### config.mk
export PLATFORM = sky130hd
export DESIGN_NAME = grid_lif_filter
export DESIGN_NICKNAME = d
export VERILOG_FILES = /design/src/rtl/grid_lif_filter.sv
export SDC_FILE = /design/constraint.sdc
export NUM_CORES = 1
export LEC_CHECK = 0
export CORE_UTILIZATION = 35
export CTS_CLUSTER_SIZE = 8
export DETAILED_ROUTE_END_ITERATION = 12
export PLACE_DENSITY_LB_ADDON = 0.25
export SLEW_MARGIN = 20
export SYNTH_ARGS = -nofsm -noshare
export SYNTH_HDL_FRONTEND = slang
export SYNTH_SLANG_ARGS = --single-unit
### constraint.sdc
create_clock -name clk -period 7 [get_ports clk]
set_input_delay 1.4 -clock clk [delete_from_list [all_inputs] [get_ports clk]]
set_output_delay 1.4 -clock clk [all_outputs]
set_load 0.02 [all_outputs]
### src/rtl/grid_lif_filter.sv
// grid_lif_filter: per-cell leaky integrate-and-fire filter behind the
// frame-difference motion detector. After each frame_done the neurons are
// updated serially (one cell per clock), then the fired map, fired count and
// a held/debounced motion alert are published together with update_done.
//
// Optional build macro: GRID_LIF_LATERAL_EN adds a lateral excitation term
// (SPIKE_WEIGHT>>2 per active 4-connected neighbour, no edge wrap). The grid
// is then treated as a sqrt(GRID_CELLS) square, so GRID_CELLS must be a power
// of 4 in that build.
//
// Handshake: frame_done is a one-cycle strobe; grid_activity and
// motion_detected are only sampled with it while idle. A frame_done that
// arrives while busy is dropped and sets the sticky overrun flag.
// update_done pulses for one cycle when the outputs have been refreshed.
module grid_lif_filter #(
   parameter int GRID_CELLS   = 16,
   parameter int V_WIDTH      = 8,
   parameter int SPIKE_WEIGHT = 64,
   parameter int LEAK_SHIFT   = 2,
   parameter int V_THRESH     = 128,
   parameter int MIN_FIRING   = 2,
   parameter int HOLD_FRAMES  = 8
) (
   input  logic                                  clk,
   input  logic                                  rst_n,
   input  logic                                  frame_done,
   input  logic [GRID_CELLS-1:0]                 grid_activity,
   input  logic                                  motion_detected,
   output logic [GRID_CELLS-1:0]                 fired_map,
   output logic [$clog2(GRID_CELLS+1)-1:0]       fired_count,
   output logic                                  alert,
   output logic                                  update_done,
   output logic                                  busy,
   output logic                                  overrun,
   output logic [1:0]                            dbg_state
);

   localparam int IDX_W = $clog2(GRID_CELLS);
   localparam int CNT_W = $clog2(GRID_CELLS+1);
   // Two spare bits: leak + spike + lateral can reach almost 3 * 2^V_WIDTH.
   localparam int SUM_W = V_WIDTH + 2;

   localparam logic [IDX_W-1:0]   LAST_IDX  = IDX_W'(GRID_CELLS - 1);
   localparam logic [SUM_W-1:0]   SPIKE_EXT = SUM_W'(SPIKE_WEIGHT);
   localparam logic [SUM_W-1:0]   V_MAX_EXT = SUM_W'({V_WIDTH{1'b1}});
   localparam logic [V_WIDTH-1:0] THRESH_V  = V_WIDTH'(V_THRESH);
   localparam logic [CNT_W-1:0]   MIN_CNT   = CNT_W'(MIN_FIRING);
   localparam logic [7:0]         HOLD_INIT = 8'(HOLD_FRAMES);

   typedef enum logic [1:0] {
      S_IDLE   = 2'd0,
      S_UPDATE = 2'd1,
      S_DECIDE = 2'd2
   } state_e;

   state_e                state_q, state_d;
   logic [IDX_W-1:0]      idx_q;
   logic [GRID_CELLS-1:0] snap_q;
   logic                  snap_motion_q;
   logic [GRID_CELLS-1:0] next_map_q;
   logic [V_WIDTH-1:0]    v_q [GRID_CELLS];
   logic [GRID_CELLS-1:0] fired_map_q;
   logic [CNT_W-1:0]      fired_count_q;
   logic [7:0]            hold_q, hold_d;
   logic                  alert_q;
   logic                  update_done_q;
   logic                  overrun_q;

   logic [V_WIDTH-1:0]    v_cur;
   logic [SUM_W-1:0]      leak_ext, spike_ext, lat_ext, sum;
   logic [V_WIDTH-1:0]    v_sat, v_new;
   logic                  fire;
   logic [CNT_W-1:0]      pop;

   // State register.
   always_ff @(posedge clk or negedge rst_n) begin
      if (!rst_n) state_q <= S_IDLE;
      else        state_q <= state_d;
   end

   // Next-state logic: idle -> serial update of every cell -> decide -> idle.
   always_comb begin
      state_d = state_q;
      case (state_q)
         S_IDLE:   if (frame_done) state_d = S_UPDATE;
         S_UPDATE: if (idx_q == LAST_IDX) state_d = S_DECIDE;
         S_DECIDE: state_d = S_IDLE;
         default:  state_d = S_IDLE;
      endcase
   end

`ifdef GRID_LIF_LATERAL_EN
   localparam int               SIDE_LOG = IDX_W / 2;
   localparam logic [IDX_W-1:0] SIDE_IDX = IDX_W'(1 << SIDE_LOG);
   localparam logic [IDX_W-1:0] SIDE_MAX = IDX_W'((1 << SIDE_LOG) - 1);
   localparam logic [SUM_W-1:0] LAT_EXT  = SUM_W'(SPIKE_WEIGHT >> 2);
   logic [IDX_W-1:0] row, col;
`endif

   // Neuron arithmetic for the cell currently addressed by idx_q.
   always_comb begin
      v_cur     = v_q[idx_q];
      leak_ext  = SUM_W'(v_cur - (v_cur >> LEAK_SHIFT));
      spike_ext = snap_q[idx_q] ? SPIKE_EXT : '0;
      lat_ext   = '0;
`ifdef GRID_LIF_LATERAL_EN
      row = idx_q >> SIDE_LOG;
      col = idx_q & SIDE_MAX;
      if ((row != '0) && snap_q[idx_q - SIDE_IDX])       lat_ext = lat_ext + LAT_EXT;
      if ((row != SIDE_MAX) && snap_q[idx_q + SIDE_IDX]) lat_ext = lat_ext + LAT_EXT;
      if ((col != '0) && snap_q[idx_q - IDX_W'(1)])      lat_ext = lat_ext + LAT_EXT;
      if ((col != SIDE_MAX) && snap_q[idx_q + IDX_W'(1)]) lat_ext = lat_ext + LAT_EXT;
`endif
      sum   = leak_ext + spike_ext + lat_ext;
      v_sat = (sum > V_MAX_EXT) ? {V_WIDTH{1'b1}} : sum[V_WIDTH-1:0];
      fire  = (v_sat >= THRESH_V);
      v_new = fire ? '0 : v_sat;
   end

   // Decision: popcount of the new map and the alert hold counter update.
   always_comb begin
      pop = '0;
      for (int i = 0; i < GRID_CELLS; i++) pop = pop + CNT_W'(next_map_q[i]);
      hold_d = hold_q;
      if ((pop >= MIN_CNT) && snap_motion_q) hold_d = HOLD_INIT;
      else if (hold_q != 8'd0)               hold_d = hold_q - 8'd1;
   end

   // Datapath: snapshot, serial neuron write-back, atomic output publish.
   always_ff @(posedge clk or negedge rst_n) begin
      if (!rst_n) begin
         idx_q         <= '0;
         snap_q        <= '0;
         snap_motion_q <= 1'b0;
         next_map_q    <= '0;
         for (int i = 0; i < GRID_CELLS; i++) v_q[i] <= '0;
         fired_map_q   <= '0;
         fired_count_q <= '0;
         hold_q        <= '0;
         alert_q       <= 1'b0;
         update_done_q <= 1'b0;
         overrun_q     <= 1'b0;
      end else begin
         update_done_q <= 1'b0;
         if (frame_done && (state_q != S_IDLE)) overrun_q <= 1'b1;
         case (state_q)
            S_IDLE: begin
               if (frame_done) begin
                  snap_q        <= grid_activity;
                  snap_motion_q <= motion_detected;
                  idx_q         <= '0;
               end
            end
            S_UPDATE: begin
               v_q[idx_q]        <= v_new;
               next_map_q[idx_q] <= fire;
               if (idx_q != LAST_IDX) idx_q <= idx_q + IDX_W'(1);
            end
            S_DECIDE: begin
               fired_map_q   <= next_map_q;
               fired_count_q <= pop;
               hold_q        <= hold_d;
               alert_q       <= (hold_d != 8'd0);
               update_done_q <= 1'b1;
            end
            default: ;
         endcase
      end
   end

   assign fired_map   = fired_map_q;
   assign fired_count = fired_count_q;
   assign alert       = alert_q;
   assign update_done = update_done_q;
   assign busy        = (state_q != S_IDLE);
   assign overrun     = overrun_q;
   assign dbg_state   = state_q;

endmodule
* After elaboration in Yosys (flattened, before gate mapping)
Cells that the tools add are included.
Storage, ports and cells: register bits 199, input port bits 20, output and inout bits 27, logic and storage cells 96
Operators by class: add/sub/neg operators 19, magnitude comparators 7, equal/unequal tests 7, multiplexer cells 23, bitwise logic cells 1, reductions and logical operators 12
Operators by type and width (count):
- 128-bit bitwise mux | 1
- 8-bit two-way mux | 7
- 5-bit by 1-bit adder with 5-bit output | 11
- 8-bit binary-select mux with 4-bit select | 1
- 8-bit demux with 4-bit select | 1
- 16-bit bitwise mux | 1
- 8-bit nonzero test | 2
- 9-bit by 8-bit adder with 10-bit output | 1
- 10-bit by 8-bit greater-than comparator with 1-bit output, second input constant | 1
- 8-bit by 6-bit subtractor with 9-bit output | 1
- 8-bit >= comparator, second input constant | 1
- 4-bit two-way mux | 2
- 4-bit case mux with 2 select lines | 1
- 8-bit by 1-bit subtractor with 8-bit output, second input constant | 1
- 7-bit two-way mux | 1
- 2-bit inequality test, second input constant | 3
- 4-bit by 1-bit adder with 5-bit output | 1
- 5-bit by 2-bit >= comparator with 1-bit output, second input constant | 1
- 5-bit >= comparator, second input constant | 1
- 4-bit by 5-bit less-than comparator with 1-bit output, second input constant | 1
- 5-bit by 1-bit less-than comparator with 1-bit output, second input constant | 1
- 4-bit inverter with 5-bit output | 1
- 3-bit by 1-bit adder with 4-bit output | 1
- 4-bit by 1-bit adder with 4-bit output, second input constant | 1
- other kinds (17) | 25

* Depth between registers and ports, before layout
Gate-level depths: netlist of the first run.
word-level depth 19, depth in mapped cells 21, gate-level depth less buffers 16

* Worst setup path before layout of the first run
No wires, ideal clock.
path kind flip-flop to flip-flop, from register idx_q[0], to register v_q[1] (netlist name), library setup time 133 ps, arrival 4894 ps, required time 6867 ps, slack 1973 ps, cell stages (with the launch flop) 22, path buffers 5, period minus slack after synthesis 5027 ps, cell sequence dfrtp_1 buf_6 buf_8 buf_2 mux4_2 mux4_2 inv_1 ha_1 inv_1 fa_1 a211o_1 a21oi_1 o21a_1 xnor2_1 ha_1 ha_1 clkbuf_1 nor2_1 and2_1 mux2i_1 clkbuf_2 o21ai_0
Between the ends: word-level cells in the longest chain between the ends 11, elaborated cells on any way between the ends 19, classes of those cells add/sub (2); order compare (4); mux (11); bitwise (1); reduce/logical (1)
RTL lines:
- start, declared | line 57 | logic [IDX_W-1:0] idx_q;
- start signal, assigned | line 157 | if (idx_q != LAST_IDX) idx_q <= idx_q + IDX_W'(1);
- 4-bit inverter with 5-bit output (not written as such) | line 102, 155
- 8-bit binary-select mux with 4-bit select | line 102 | v_cur = v_q[idx_q];
- 8-bit two-way mux (not written as such) (2 in a row) | line 102
- 8-bit by 6-bit subtractor with 9-bit output | line 103 | leak_ext = SUM_W'(v_cur - (v_cur >> LEAK_SHIFT));
- 9-bit by 8-bit adder with 10-bit output | line 114 | sum = leak_ext + spike_ext + lat_ext;
- 10-bit by 8-bit greater-than comparator with 1-bit output | line 115 | v_sat = (sum > V_MAX_EXT) ? {V_WIDTH{1'b1}} : sum[V_WIDTH-1:0];
- 8-bit two-way mux | line 115
- 8-bit >= comparator | line 116 | fire = (v_sat >= THRESH_V);
- 8-bit two-way mux | line 117 | v_new = fire ? '0 : v_sat;
- 128-bit bitwise mux * | line 155 | v_q[idx_q] <= v_new;
- end signal, assigned by index | line 155
- end, declared | line 61 | logic [V_WIDTH-1:0] v_q [GRID_CELLS];
Every way passes the cells marked *; elsewhere a longest branch is shown, timed or not. The select of a mux whose other input is x is not followed. A chain may end at the register's enable or synchronous reset.

* Worst setup path after layout of the first run
from register idx_q[0], to register v_q[36] (netlist name)
Same word-level chain as after synthesis.

==> summary.md, run 1 <==
| Metric | Value |
|---|---|
| Reg2reg start | `idx_q[0]` |
| Starting Density | `35.66%` |
| Clk Latency, worst-skew pair | `0.44 ns` |
| Clock buffer count from CTS | `17` |
| CP endpoint kind | `register` |
| Met1 wire length | `10720 um` |
| Post-synth EDFFs | `0` |
| Max Cap Viol | `0` |
| Worst slack, placed | `1.554 ns` |
| CP Max Fanout | `48` |
| Initial antenna violation count | `0` |
| IO Count | `47` |
| Area of the mapped netlist | `9612 um^2` |
| Synth Instances | `869` |
| Largest net degree at the start of global routing | `88` |
| Hold_buf cts | `0` |
| Finish-stage setup viols | `0` |
| Fin Setup TNS | `0 ns` |
| R2R depth | `15` |
| Async set or reset register ratio after synthesis | `100.0%` |
| Top cells by area, synth | `dfrtp_1, mux4_2, nand2_1` |
| DR DRC count | `0` |
| R2R setup slack | `1.54 ns` |
| Synth Warn # | `0` |
| Clk pin slew, worst setup/hold paths | `0.08 ns` |
| Setup Skew | `0.01632 ns` |
| Cell taking the most area after synthesis | `dfrtp_1` |
| Global placer's final weighted congestion | `0.8705` |
| Clk sinks | `199` |
| Post-synthesis sequential area ratio | `51.81%` |
| FF-to-FF End | `v_q[36]` |
| CTS Root Cell | `clkbuf_16` |
| RSZ-0062 raised after global routing | `no` |
| Tightest Hold Check Type | `register to register` |
| H-tree depth | `4` |
| PostCTS Resize Cnt | `0` |
| WP data arrival | `5.78 ns` |
| Met2 Routed Length | `10510 um` |
| Layout area overhead | `13.95%` |
| Routed Antenna Nets | `0` |
| Num rows | `60` |
| Post-layout util | `40.64%` |
| Final hold violation count | `0` |
| CTS tree | `done` |
| Max_slew headroom | `34.18%` |
| Tcrit/Tclk final | `77.95%` |
| Die width | `167.7 um` |
| Critical path startpoint category | `register` |
| Vias per std cell | `5.095` |
| First-iteration detailed-routing DRC count | `402` |
| Highest routed layer | `met4` |
| Share of cells above drive strength 1 | `15.19%` |
| Top cell type's share of synthesized area | `51.81%` |
| Critical path class | `register to register` |
| Global-route wire length before repair | `36370 um` |
| Worst setup path startpoint | `idx_q[0]` |
| Syn nets | `919` |
| Total Wirelength | `22250 um` |
| Hold Path End | `overrun` |
| Vias in the first global route | `6309` |
| Post-CTS setup buffers | `0` |
| Routed WL per cell | `17.90 um` |
| Hold Startpoint | `overrun` |
| Core Area | `26950 um^2` |
| Min Hold Slack | `0.4641 ns` |
| Die area | `28130 um^2` |
| Syn_area_per_cell | `11.06 um^2` |
| Nets | `939` |
| Met3 wire len | `608 um` |
| Total gr overflow | `0` |
| Max Buffers Root-to-Sink | `2` |
| Hpwl dp | `14510 um` |
| Prevailing post-synth register cell | `dfrtp_1` |
| Fmax | `0.1833 GHz` |
| Cell with the most instances after synthesis | `nand2_1` |
| Slew Limit Fails | `0` |
| GRT Total Usage | `16.82%` |
| Outcome | `finished clean` |
| Via count | `6333` |
| Worst Path Required | `7.32 ns` |
| ANT cells | `0` |
| Most common library cells after synthesis | `nand2_1, dfrtp_1, o21ai_0, mux4_2, clkbuf_1` |
| Synth Register Bits | `199` |
| Hold Path Depth | `1` |
| Crit path time final | `5.457 ns` |
| Final WS setup | `1.543 ns` |
| Number of distinct library cells after synthesis | `50` |
| Worst Tran Pin Value | `0.9873 ns` |
| PortBufs | `46` |
| Die Y | `167.7 um` |
| First-pass iteration count of the detailed router | `5` |
==> cell usage in the layout, fill, tap and decap left out, drive strengths merged, types with 4 or more instances in the layout <==
cell type      count
buf               14
or2                5
nor2              15
nand3              6
fa                11
mux4              39
nand2            200
o21a               5
clkinv             6
nor2b              7
ha                19
nor3              13
mux2i             15
inv               40
xnor2              5
o21ai            102
a21oi              9
o31ai             48
clkdlybuf4s50     45
clkbuf            18
a22oi              4
mux2              20
and2              23
dfrtp            199
==> how the worst max path moves through the flow <==
stage | endpoint | slack [ns]
6_report | v_q[36] | 1.54
5_1_grt | v_q[27] | 1.21
4_1_cts | v_q[36] | 1.50
3_5_place_dp | v_q[20] | 1.55
3_3_place_gp | v_q[2] | 1.59
2_1_floorplan | v_q[1] | 1.97
==> layer usage <==
metal	up-vias	track usage, %
met1	3160	24.17
met5	-	0
met2	88	25.85
met3	26	2.482
met4	0	6.063
li1	3059	-
==> area by class of cell <==
cell class                      count  area (um^2)
Clock buffer                       17        425.4
Clock inverter                     15        176.4
Inverter                           33        123.9
Multi-Input combinational cell    578         4250
Fill cell                        2583        16000
Timing Repair Buffer               60        569.3
Tap cell                          341        426.7
Sequential cell                   199         4981
==> state kept, by name, summed over array words and instances (netlist names) <==
name	count
next_map_q	16
dbg_state	2
fired_map	16
v_q	128
snap_motion_q	1
fired_count	5
overrun	1
hold_q	8
update_done	1
idx_q	4
alert	1
snap_q	16
==> kinds of logic (layout without fill, tap and decap cells) <==
family	after synthesis	after routing	share of synthesized area, %
xor gates and xnor gates	8	8	0.7290
adders and majority gates	30	30	4.764
and+or+nand+nor	282	282	12.65
DFF	199	199	51.81
muxes	74	74	13.04
buffers and inverters	92	125	4.101
AOI/OAI and AO/OA	184	184	12.90
==> critical path: stages (launching register included) <==
cell     delay, ns
dfrtp_2       0.66
buf_4         0.51
mux4_2        0.57
mux4_2        0.52
fa_1          0.46
a211o_1       0.31
a21oi_1       0.19
o21a_1        0.21
xnor2_1       0.14
ha_1          0.19
ha_1          0.24
nand3_1       0.19
nor3_1        0.34
mux2i_4       0.10
buf_4         0.34
o31ai_1       0.34
==> per-stage QoR <==
step,instances,cell area [um^2]
global placement,1211,10350
CTS,1243,10950
global route,1243,10950
floorplan,869,9612
finish,1243,10950
detailed placement,1211,10350
Power of run 1 is not shown: default switching activity piles up to over one toggle a cycle in this logic, so the estimate is an artifact.
==> run 2: changes to the inputs <==
Clock period 7 ns to 5.5 ns, I/O delays scaled along.
==> summary.md, run 2 (synthesis results as in run 1) <==
| Metric | Value |
|---|---|
| PostCTS Resize Cnt | `0 (unchanged)` |
| Num rows | `60 (unchanged)` |
| Routed WL per cell | `18.17 um (was 17.90 um)` |
| Nets | `938 (was 939)` |
| Clk pin slew, worst setup/hold paths | `0.08 ns (about the same)` |
| Hold_buf cts | `0 (unchanged)` |
| Tcrit/Tclk final | `91.22% (was 77.95%)` |
| Worst Path Required | `5.77 ns (was 7.32 ns)` |
| Max Cap Viol | `0 (unchanged)` |
| Vias per std cell | `5.114 (was 5.095)` |
| Clock buffer count from CTS | `17 (unchanged)` |
| Clk sinks | `199 (unchanged)` |
| Routed Antenna Nets | `0 (unchanged)` |
| Die area | `28130 um^2 (unchanged)` |
| DR DRC count | `0 (unchanged)` |
| H-tree depth | `4 (unchanged)` |
| CTS Root Cell | `clkbuf_16 (unchanged)` |
| PortBufs | `46 (unchanged)` |
| Layout area overhead | `14.33% (was 13.95%)` |
| WP data arrival | `5.29 ns (was 5.78 ns)` |
| Area occupied by multi-input gates | `4262 um^2 (was 4250 um^2)` |
| Register Area | `4981 um^2 (unchanged)` |
| Final hold violation count | `0 (unchanged)` |
| Global placer's final weighted congestion | `0.8449 (was 0.8705)` |
| CTS tree | `done (unchanged)` |
| CP Max Fanout | `25 (was 48)` |
| IO Count | `47 (unchanged)` |
| Core Area | `26950 um^2 (unchanged)` |
| Finish-stage setup viols | `0 (unchanged)` |
| R2R setup slack | `0.48 ns (was 1.54 ns)` |
| Vias in the first global route | `6447 (was 6309)` |
| Post-DP Area | `10380 um^2 (was 10350 um^2)` |
| Top reg by flops | `v_q (unchanged)` |
| GRT Total Usage | `17.19% (was 16.82%)` |
| Max_slew headroom | `34.68% (was 34.18%)` |
| Max Buffers Root-to-Sink | `2 (unchanged)` |
| Starting Density | `35.66% (unchanged)` |
| Outcome | `finished clean (unchanged)` |
| Setup Skew | `0.01467 ns (was 0.01632 ns)` |
| Share of cells above drive strength 1 | `15.43% (was 15.19%)` |
| First-iteration detailed-routing DRC count | `455 (was 402)` |
| Largest net degree at the start of global routing | `117 (was 88)` |
| Fin Setup TNS | `0 ns (unchanged)` |
| Critical path startpoint category | `register (unchanged)` |
| Fmax | `0.1993 GHz (was 0.1833 GHz)` |
| Max FFs per register | `128 (unchanged)` |
| Critical path class | `register to register (unchanged)` |
| Crit path time final | `5.017 ns (was 5.457 ns)` |
| Clk Latency, worst-skew pair | `0.45 ns (was 0.44 ns)` |
| ANT cells | `0 (unchanged)` |
| Worst setup path startpoint | `idx_q[0] (unchanged)` |
| Die Y | `167.7 um (unchanged)` |
| Total Wirelength | `22570 um (was 22250 um)` |
| Slew Limit Fails | `0 (unchanged)` |
| First-pass iteration count of the detailed router | `5 (unchanged)` |
| Hpwl dp | `14540 um (was 14510 um)` |
| RSZ-0062 raised after global routing | `no (unchanged)` |
| Most common cell after layout, fill and taps aside | `nand2_1 (unchanged)` |
| R2R depth | `14 (was 15)` |
| Final instance area | `10990 um^2 (was 10950 um^2)` |
| Layout fillers | `2520 (was 2583)` |
| Post-CTS setup buffers | `0 (unchanged)` |
| Die width | `167.7 um (unchanged)` |
| Reg2reg start | `idx_q[0] (unchanged)` |
| CP endpoint | `next_map_q[13] (was v_q[36])` |
| Most frequent cells in the layout | `nand2_1, dfrtp_1, o21ai_0 (unchanged)` |
| Total gr overflow | `0 (unchanged)` |
| FF-to-FF End | `next_map_q[13] (was v_q[36])` |
| Worst Tran Pin Value | `0.9770 ns (was 0.9873 ns)` |
| Initial antenna violation count | `0 (unchanged)` |
| Tightest Hold Check Type | `register to register (unchanged)` |
| Via count | `6351 (was 6333)` |
| CP endpoint kind | `register (unchanged)` |
| Min Hold Slack | `0.4655 ns (was 0.4641 ns)` |
| Global-route wire length before repair | `37050 um (was 36370 um)` |
==> run 2: how the worst min path moves through the flow <==
stage / startpoint / endpoint / cells past startpoint
detailed placement: overrun / overrun / 1
global placement: overrun / overrun / 1
floorplan: v_q[11] / v_q[11] / 2
CTS: overrun / overrun / 1
finish: overrun / overrun / 1
global route: v_q[37] / v_q[37] / 2
==> run 2: area by class of cell <==
class	instances	share of cell area, %
inverters	33	1.127
multi-input cells	578	38.78
clock inverters	15	1.560
repair buffers	59	5.454
flip-flops and latches	199	45.33
clock buffers	17	3.871
well taps	341	3.882
==> run 2: per-layer routing <==
metal	track usage, %	vias to the layer above	wire (um)
met4	4.826	0	323
met2	27.05	92	10670
met3	2.694	22	599
li1	-	3059	-
met5	0	-	0
met1	24.58	3178	10970
==> run 2: stage by stage <==
step | util (%) | worst slack [ns] | cells
after floorplan | - | 0.4729 | 869
after global placement | 38.52 | 0.2638 | 1210
after detailed placement | 38.52 | 0.1922 | 1210
after CTS | 40.73 | 0.1859 | 1242
after global routing | 40.78 | 0.1115 | 1242
final | 40.78 | 0.4826 | 1242
==> run 2: worst max-delay path, cell delays in order, from the launching register on <==
cell and delay [ns]:
dfrtp_2 0.60, buf_12 0.28, mux4_2 0.59, mux4_2 0.53
fa_1 0.45, a211o_1 0.31, a21oi_1 0.17, o21a_1 0.21
xnor2_1 0.14, ha_1 0.19, ha_1 0.23, nand3_1 0.19
nor3_1 0.35, mux2_2 0.43, o21ai_0 0.17
Power of run 2 is left out for the same reason.
==> run 3: changes to the inputs <==
Settings changed: CTS_CLUSTER_SIZE 8 to not set.
Clock period 5.5 ns to 5.33 ns, I/O delays scaled along.
==> summary.md, run 3 (synthesis results as in run 1) <==
| Metric | Value |
|---|---|
| Clk sinks | `199 (unchanged)` |
| Total Wirelength | `22390 um (was 22570 um)` |
| Routed WL per cell | `17.98 um (was 18.17 um)` |
| Layout fillers | `2526 (was 2520)` |
| Global-route wire length before repair | `36860 um (was 37050 um)` |
| WP data arrival | `5.20 ns (was 5.29 ns)` |
| First-pass iteration count of the detailed router | `5 (unchanged)` |
| Finish-stage setup viols | `0 (unchanged)` |
| Max Cap Viol | `0 (unchanged)` |
| CP Max Fanout | `29 (was 25)` |
| ANT cells | `0 (unchanged)` |
| CP peak stage delay | `0.57 ns (was 0.60 ns)` |
| Post-DP Area | `10410 um^2 (was 10380 um^2)` |
| Num rows | `60 (unchanged)` |
| Fmax | `0.2032 GHz (was 0.1993 GHz)` |
| Setup Skew | `0.01595 ns (was 0.01467 ns)` |
| Clk pin slew, worst setup/hold paths | `0.08 ns (about the same)` |
| Outcome | `finished clean (unchanged)` |
| CP endpoint kind | `register (unchanged)` |
| Max Buffers Root-to-Sink | `2 (unchanged)` |
| Family with the most delay on the worst path | `multiplexers (unchanged)` |
| Initial antenna violation count | `0 (unchanged)` |
| # placed instances | `1213 (was 1210)` |
| Die area | `28130 um^2 (unchanged)` |
| Slowest stage cell, crit path | `mux2i_2 (was dfrtp_2)` |
| Layout area overhead | `14.72% (was 14.33%)` |
| Most common cell after layout, fill and taps aside | `nand2_1 (unchanged)` |
| Max_slew headroom | `37.07% (was 34.68%)` |
| Via count | `6380 (was 6351)` |
| CP Buf/Inv Count | `1 (unchanged)` |
| First-iteration detailed-routing DRC count | `401 (was 455)` |
| DR DRC count | `0 (unchanged)` |
| Hpwl dp | `14550 um (was 14540 um)` |
| PostCTS Resize Cnt | `0 (unchanged)` |
| Critical path class | `register to register (unchanged)` |
| Register Area | `4981 um^2 (unchanged)` |
| Clock buffer count from CTS | `17 (unchanged)` |
| Vias per std cell | `5.124 (was 5.114)` |
| Die Y | `167.7 um (unchanged)` |
| Critical path, cell by cell | `buf_12 > mux4_2 > mux4_2 > fa_1 > a211o_1 > a21oi_1 > o21a_1 > xnor2_1 > ha_1 > ha_1 > nor2_1 > and2_1 > mux2i_2 > o21ai_0 (was buf_12 > mux4_2 > mux4_2 > fa_1 > a211o_1 > a21oi_1 > o21a_1 > xnor2_1 > ha_1 > ha_1 > nand3_1 > nor3_1 > mux2_2 > o21ai_0)` |
| RSZ-0062 raised after global routing | `no (unchanged)` |
| Worst Tran Pin Value | `0.9413 ns (was 0.9770 ns)` |
| H-tree depth | `4 (unchanged)` |
| Share of cells above drive strength 1 | `15.82% (was 15.43%)` |
| Worst Path Required | `5.61 ns (was 5.77 ns)` |
| CTS tree | `done (unchanged)` |
| Routed Antenna Nets | `0 (unchanged)` |
| PortBufs | `46 (unchanged)` |
| Tightest Hold Check Type | `register to register (unchanged)` |
| Post-Layout Cell Count | `1245 (was 1242)` |
| CTS Root Cell | `clkbuf_16 (unchanged)` |
| Final instance area | `11030 um^2 (was 10990 um^2)` |
| Crit path time final | `4.921 ns (was 5.017 ns)` |
| Nets | `941 (was 938)` |
| Hold_buf cts | `0 (unchanged)` |
| Area occupied by multi-input gates | `4265 um^2 (was 4262 um^2)` |
| Max FFs per register | `128 (unchanged)` |
| Top reg by flops | `v_q (unchanged)` |
| Final hold violation count | `0 (unchanged)` |
| Post-CTS setup buffers | `0 (unchanged)` |
| Total gr overflow | `0 (unchanged)` |
| Clk Latency, worst-skew pair | `0.45 ns (about the same)` |
| Tcrit/Tclk final | `92.32% (was 91.22%)` |
| Global placer's final weighted congestion | `0.8103 (was 0.8449)` |
| Fin Setup TNS | `0 ns (unchanged)` |
| Slew Limit Fails | `0 (unchanged)` |
| GRT Total Usage | `17.10% (was 17.19%)` |
| Starting Density | `35.66% (unchanged)` |
| Critical path startpoint category | `register (unchanged)` |
| Die width | `167.7 um (unchanged)` |
| Most frequent cells in the layout | `nand2_1, dfrtp_1, o21ai_0 (unchanged)` |
| IO Count | `47 (unchanged)` |
| Vias in the first global route | `6518 (was 6447)` |
| Largest net degree at the start of global routing | `108 (was 117)` |
| Core Area | `26950 um^2 (unchanged)` |
| Min Hold Slack | `0.4589 ns (was 0.4655 ns)` |
==> run 3: worst paths after layout <==
kind	endpoint	cells after the start	slack [ns]	from
max in group asynchronous	v_q[3]	2	3.57	rst_n
hold reg to reg	overrun	1	0.46	overrun
setup / recovery	v_q[1]	14	0.41	idx_q[0]
hold / removal	overrun	1	0.46	overrun
setup reg to reg	v_q[1]	14	0.41	idx_q[0]
min in group asynchronous	v_q[55]	1	0.71	rst_n
==> run 3: layer usage <==
metal,wire [um],track usage [%]
met1,10300,23.11
met2,11000,27.97
met3,730,3.096
met4,351,5.225
met5,0,0
==> run 3: worst reg2reg max path, stage by stage (launching register included) <==
cell	delay, ns
dfrtp_2	0.48
buf_12	0.27
mux4_2	0.55
mux4_2	0.53
fa_1	0.44
a211o_1	0.31
a21oi_1	0.17
o21a_1	0.18
xnor2_1	0.08
ha_1	0.21
ha_1	0.43
nor2_1	0.14
and2_1	0.19
mux2i_2	0.57
o21ai_0	0.22
==> run 3: cell type report <==
| class | instances | area share, % |
|---|---|---|
| Multi-Input combinational cell | 578 | 38.68 |
| Clock buffer | 17 | 3.858 |
| Clock inverter | 15 | 1.657 |
| Inverter | 33 | 1.123 |
| Tap cell | 341 | 3.869 |
| Timing Repair Buffer | 62 | 5.639 |
| Sequential cell | 199 | 45.17 |
==> run 3: stage by stage <==
stage	setup WS [ns]	utilization [%]
6_report	0.4091	40.91
5_1_grt	0.1056	40.91
4_1_cts	0.1239	40.87
3_5_place_dp	0.1392	38.62
3_3_place_gp	0.2622	38.60
2_1_floorplan	0.3029	-
Power of run 3 is left out for the same reason.
